==> src/rtl/ddr_port_sched.sv <==
// ddr_port_sched: three-port (pc fetch / load / store) scheduler in front of a
// single-command DDR interface. Grants one requester at a time, issues a
// one-cycle command strobe, then waits for completion or a timeout.
// Optional feature: define DDR_SCHED_AGING_EN to let a starved pc fetch win
// after AGE_LIMIT lost arbitrations; undefined gives strict store > load > pc.
module ddr_port_sched #(
  parameter int unsigned AGE_LIMIT   = 8,
  parameter int unsigned TIMEOUT_CYC = 1024
) (
  input  logic        clock,
  input  logic        reset,
  input  logic        pc_index_valid,
  input  logic [18:0] pc_index,
  output logic        pc_index_ready,
  output logic        pc_operation_done,
  input  logic        opload_index_valid,
  input  logic [18:0] opload_index,
  output logic        opload_index_ready,
  output logic        opload_operation_done,
  input  logic        opstore_index_valid,
  input  logic [18:0] opstore_index,
  input  logic [63:0] opstore_write_mask,
  input  logic [63:0] opstore_write_data,
  output logic        opstore_index_ready,
  output logic        opstore_operation_done,
  output logic        ddr_chip_enable,
  output logic [18:0] ddr_index,
  output logic        ddr_write_enable,
  output logic        ddr_burst_mode,
  output logic [63:0] ddr_opstore_write_mask,
  output logic [63:0] ddr_opstore_write_data,
  input  logic        ddr_operation_done,
  input  logic        ddr_ready,
  output logic        sched_timeout
);

  typedef enum logic [1:0] {S_IDLE, S_ISSUE, S_WAIT} state_t;
  typedef enum logic [1:0] {K_PC, K_LOAD, K_STORE} kind_t;

  localparam int unsigned TW = (TIMEOUT_CYC > 1) ? $clog2(TIMEOUT_CYC) : 1;
  localparam logic [TW-1:0] T_LAST = TW'(TIMEOUT_CYC - 1);

  // Reject parameter values that would produce zero-width counters.
  if (AGE_LIMIT < 1 || TIMEOUT_CYC < 1) begin : g_param_check
    $error("ddr_port_sched: AGE_LIMIT and TIMEOUT_CYC must be >= 1");
  end

  state_t        state, next_state;
  kind_t         kind_q, win_kind;
  logic [TW-1:0] tcnt;
  logic          any_valid;
  logic          grant;

`ifdef DDR_SCHED_AGING_EN
  localparam int unsigned AW = $clog2(AGE_LIMIT + 1);
  localparam logic [AW-1:0] AGE_MAX = AW'(AGE_LIMIT);
  logic [AW-1:0] pc_age;
  logic          pc_starved;

  // Aged pc flag: a pending fetch that has lost AGE_LIMIT grants.
  always_comb begin
    pc_starved = pc_index_valid && (pc_age == AGE_MAX);
  end

  // Saturating count of grants lost by a pending pc fetch.
  always_ff @(posedge clock) begin
    if (reset) begin
      pc_age <= '0;
    end else if (!pc_index_valid) begin
      pc_age <= '0;
    end else if (grant) begin
      if (win_kind == K_PC)
        pc_age <= '0;
      else if (pc_age != AGE_MAX)
        pc_age <= pc_age + 1'b1;
    end
  end
`endif

  // Arbitration: fixed store > load > pc, optionally overridden by an aged pc.
  always_comb begin
    any_valid = pc_index_valid || opload_index_valid || opstore_index_valid;
    grant     = (state == S_IDLE) && ddr_ready && any_valid;
    if (opstore_index_valid)
      win_kind = K_STORE;
    else if (opload_index_valid)
      win_kind = K_LOAD;
    else
      win_kind = K_PC;
`ifdef DDR_SCHED_AGING_EN
    if (pc_starved)
      win_kind = K_PC;
`endif
  end

  // State register.
  always_ff @(posedge clock) begin
    if (reset) state <= S_IDLE;
    else       state <= next_state;
  end

  // Next state and per-state strobes; done and timeout are combinational in WAIT.
  always_comb begin
    next_state             = state;
    ddr_chip_enable        = 1'b0;
    pc_index_ready         = 1'b0;
    opload_index_ready     = 1'b0;
    opstore_index_ready    = 1'b0;
    pc_operation_done      = 1'b0;
    opload_operation_done  = 1'b0;
    opstore_operation_done = 1'b0;
    sched_timeout          = 1'b0;
    case (state)
      S_IDLE: begin
        if (grant) next_state = S_ISSUE;
      end
      S_ISSUE: begin
        ddr_chip_enable     = 1'b1;
        pc_index_ready      = (kind_q == K_PC);
        opload_index_ready  = (kind_q == K_LOAD);
        opstore_index_ready = (kind_q == K_STORE);
        next_state          = S_WAIT;
      end
      S_WAIT: begin
        if (ddr_operation_done) begin
          pc_operation_done      = (kind_q == K_PC);
          opload_operation_done  = (kind_q == K_LOAD);
          opstore_operation_done = (kind_q == K_STORE);
          next_state             = S_IDLE;
        end else if (tcnt == T_LAST) begin
          sched_timeout = 1'b1;
          next_state    = S_IDLE;
        end
      end
      default: next_state = S_IDLE;
    endcase
  end

  // Command registers: captured on grant, held until the next grant.
  always_ff @(posedge clock) begin
    if (reset) begin
      kind_q                 <= K_PC;
      ddr_index              <= '0;
      ddr_write_enable       <= 1'b0;
      ddr_burst_mode         <= 1'b0;
      ddr_opstore_write_mask <= '0;
      ddr_opstore_write_data <= '0;
    end else if (grant) begin
      kind_q           <= win_kind;
      ddr_write_enable <= (win_kind == K_STORE);
      ddr_burst_mode   <= (win_kind == K_PC);
      case (win_kind)
        K_STORE: begin
          ddr_index              <= opstore_index;
          ddr_opstore_write_mask <= opstore_write_mask;
          ddr_opstore_write_data <= opstore_write_data;
        end
        K_LOAD:  ddr_index <= opload_index;
        default: ddr_index <= pc_index;
      endcase
    end
  end

  // WAIT-cycle counter: zeroed while issuing so it starts at 0 on WAIT entry.
  always_ff @(posedge clock) begin
    if (reset)                tcnt <= '0;
    else if (state == S_ISSUE) tcnt <= '0;
    else if (state == S_WAIT)  tcnt <= tcnt + 1'b1;
  end

endmodule

==> config.mk <==
export PLATFORM = sky130hd
export DESIGN_NAME = ddr_port_sched
export DESIGN_NICKNAME = d
export VERILOG_FILES = /design/src/rtl/ddr_port_sched.sv
export SDC_FILE = /design/constraint.sdc
export NUM_CORES = 1
export LEC_CHECK = 0
export ABC_AREA = 1
export ABC_CLOCK_PERIOD_IN_PS = 1750
export BUFFER_PORTS_ARGS = -buffer_cell sky130_fd_sc_hd__buf_4
export CORE_MARGIN = 10
export CORE_UTILIZATION = 44
export DETAILED_ROUTE_END_ITERATION = 16
export PLACE_DENSITY = 0.84
export SETUP_SLACK_MARGIN = 0.1
export SLEW_MARGIN = 20
export SYNTH_ARGS = -nofsm -noshare
export SYNTH_HDL_FRONTEND = slang
export SYNTH_SLANG_ARGS = --single-unit
==> constraint.sdc <==
create_clock -name clock -period 1.75 [get_ports clock]
set_clock_uncertainty 0.15 [all_clocks]
set_input_delay 0.525 -clock clock [delete_from_list [all_inputs] [get_ports clock]]
set_output_delay 0.525 -clock clock [all_outputs]
set_load 0.03 [all_outputs]
==> flow_summary.yaml <==
status:
  status: "finished with violations"
  violations: "negative setup slack"
yosys:
  yosysTopAreaCell: "dfxtp_1"
  yosys_warnings: 0
  postSynth.asyncResetShare_pct: 0
  yosys-top-cells-area: "dfxtp_1 51%, nand2_1 12%, nand3_1 12%, a21oi_1 11%, nor2_1 3.4%"
  syn_nets: 1054
  ys_seq_area_share_pct: 50.5
  ys_seq_elements: 163
  ys.flop_type: "dfxtp_1"
  syn-instance-count: 861
  synth.top_cell.area_share_pct: 50.5
  netlist_area_um2: 6460
  synth.distinct_cells: 23
  synth_edf_count: 0
  synth_area_per_cell_um2: 7.50
power_and_ir_drop:
  peakVddDrop_v: 0.000755
  power.share.sequential_pct: 40.0
  p_comb_share_pct: 19.4
  pwr-share-clk_pct: 40.6
  internal-power_mw: 7.40
  p_leak_nw: 4.70
  p_sw_share_pct: 26.5
  p_sw_mw: 2.67
  finalPower_mw: 10.1
  pwr_density_cell_nw_per_um2: 957
timing:
  worstMarginPinSlew_ns: 0.449
  rsz0062_at_grt: "yes"
  maxSlewHeadroom_pct: 70.1
  tns_ns: -1.73
  timing.final.hold_violations: 0
  setup_viol: 8
  worst_slack_ns: -0.426
  finalCriticalPeriod_ns: 2.18
  fin_crit_sh_pct: 124
  fmax_mhz: 460
  maxSlewViolCount: 0
floorplanning:
  start_util_pct: 44.6
  die_w_um: 141
  core_um2: 14500
  die_area_um2: 19900
  rows: 44
  die_y_um: 141
  ioPinCount: 349
clock_tree:
  clock-sinks: 163
  numCtsBuffers: 17
  cts_tree: "done"
  ctsHoldBuffers: 0
  h-tree-depth: 4
  clock_latency_ns: 0.42
  cts_root_buffer: "clkbuf_16"
  path_clk_slew_ns: 0.06
  cts_buffer_depth: 2
grt:
  grt.overflow.total: 0
  grtUsageTotal_pct: 23.4
  grtUsageMet2_pct: 41.0
  met1_usage_pct: 25.2
  grt_pass1_vias: 7230
  antenna_found_initial: 0
  grt_busiest_layer: "met2"
  grt_max_degree: 98
  gr-usage-met3_pct: 8.53
  grt_pass1_wl_um: 37900
layout:
  finish.utilization_pct: 72.6
  num_antenna_cells: 0
  nets: 1400
  num-fill-cells: 1104
  post_route_cells_drive_above_1_share_pct: 39.9
  multi_input_area_um2: 2880
  register_area_um2: 3290
  syn_to_final_growth_pct: 62.8
detailed_routing:
  drc: 0
  ant_nets: 0
  dr.first_iter.drc_count: 371
  num_vias: 7319
  totalWireLength_um: 25700
  wl_per_cell_um: 18.3
  vias_per_cell: 5.22
  drt-pass1-iter-count: 5
critical_path:
  crit_type: "register to output port"
  critPathRequiredTime_ns: 1.07
  start_kind: "register"
  end_kind: "output port"
  rrSetupSlack_ns: 0.13
  critPathArrivalTime_ns: 1.50
  path_max_fanout: 2
placed_design:
  io_buffer_count: 348
  place.gp.congestion: 0.899
  dp_hpwl_um: 17900
min_path:
  min_path_type: "input port to register"
job:
  cap_violations: 0
[stage by stage]
step	hold slack (ns)	cell area [µm²]	std cells	setup WS [ns]
3_3_place_gp	0.298	9440	1358	-0.0126
6_report	0.222	10500	1403	-0.426
5_1_grt	0.214	10500	1403	-0.492
4_1_cts	0.214	10200	1396	-0.417
3_5_place_dp	0.302	9440	1358	-0.0528
2_1_floorplan	0.302	6550	861	-0.000759
[kinds of logic (layout without fill, tap and decap cells)]
family          Yosys count  count (layout)  share of synthesized area [%]
compound gates          162             162                           12.6
xor+xnor                  1               1                          0.136
fa+ha+maj                 1               1                          0.194
buf+inv                  97             455                           7.67
flops                   163             163                           50.5
simple gates            437             437                           28.9
[power by group through the flow]
stage	Sequential, mW	Clock (mW)	Combinational (mW)
CTS	4.01	4.13	1.87
global placement	4.08	0	1.83
finish	4.02	4.09	1.95
floorplan	4.45	0	0.610
detailed placement	4.09	0	1.84
global route	4.04	4.30	2.09
[worst max-delay path, cell delays in order, from the launching register on]
cell and delay (ns):
dfxtp_2 0.35, ha_4 0.16, nand3_4 0.09, inv_4 0.08
nand3_4 0.07, nor3_4 0.16, buf_6 0.17
[layer usage]
| layer | up-vias | share of wire (%) |
|---|---|---|
| met5 | - | 0 |
| met4 | 0 | 2.6 |
| met3 | 49 | 9.5 |
| met2 | 327 | 51 |
| met1 | 3408 | 37 |
| li1 | 3535 | - |
[sequential cells by signal, summed over array words and instances (netlist names)]
name and flops:
kind_q 2, state 2, ddr_write_enable 1, ddr_opstore_write_data 64, ddr_index 19, tcnt 10
ddr_burst_mode 1, ddr_opstore_write_mask 64
[Yosys cell counts (2+ instances only)]
library cell,number
nand3_1,154
buf_4,24
nand2_2,2
inv_1,23
a21oi_1,139
o21ai_0,23
buf_1,2
nor2_1,59
nand4_1,2
inv_2,4
clkbuf_1,19
dfxtp_1,163
nand2_1,214
nor3_1,2
buf_2,23
[placed cells by master (no fill, tap or decap), types with 3 or more instances in the layout]
| cell | n |
|---|---|
| nor2_1 | 43 |
| dfxtp_2 | 15 |
| inv_4 | 4 |
| buf_6 | 34 |
| clkbuf_8 | 3 |
| o21ai_0 | 23 |
| inv_1 | 18 |
| nand3_1 | 152 |
| clkbuf_16 | 20 |
| bufinv_16 | 5 |
| buf_4 | 345 |
| nand2_1 | 208 |
| a21oi_1 | 137 |
| buf_12 | 13 |
| nor2_2 | 7 |
| nor2_4 | 10 |
| dfxtp_1 | 146 |
| nand2_2 | 6 |
| inv_2 | 4 |
[cell type report]
| type | count | area share, % |
|---|---|---|
| repair buffers | 397 | 31.8 |
| multi-input cells | 601 | 27.4 |
| well taps | 184 | 2.19 |
| flip-flops and latches | 163 | 31.3 |
| clock buffers | 22 | 4.51 |
| clock inverters | 9 | 1.68 |
| inverters | 27 | 1.11 |
[final timing paths]
check | cells after the start | endpoint | startpoint
min | 3 | ddr_opstore_write_data[45] | opstore_write_data[45]
max | 6 | sched_timeout | tcnt[1]
min reg2reg | 2 | ddr_opstore_write_data[13] | ddr_opstore_write_data[13]
max reg2reg | 8 | ddr_index[10] | state[0]
[timing repair]
action                                  4_1_cts  5_1_grt
gates cloned                                  0        4
endpoints found under the setup margin       13      153
resized for setup                            29       57
pin swaps                                     5        3
setup buffers                                 7        3
endpoints found under the hold margin         0        0
Note: power is estimated with default switching activity, not from simulation.
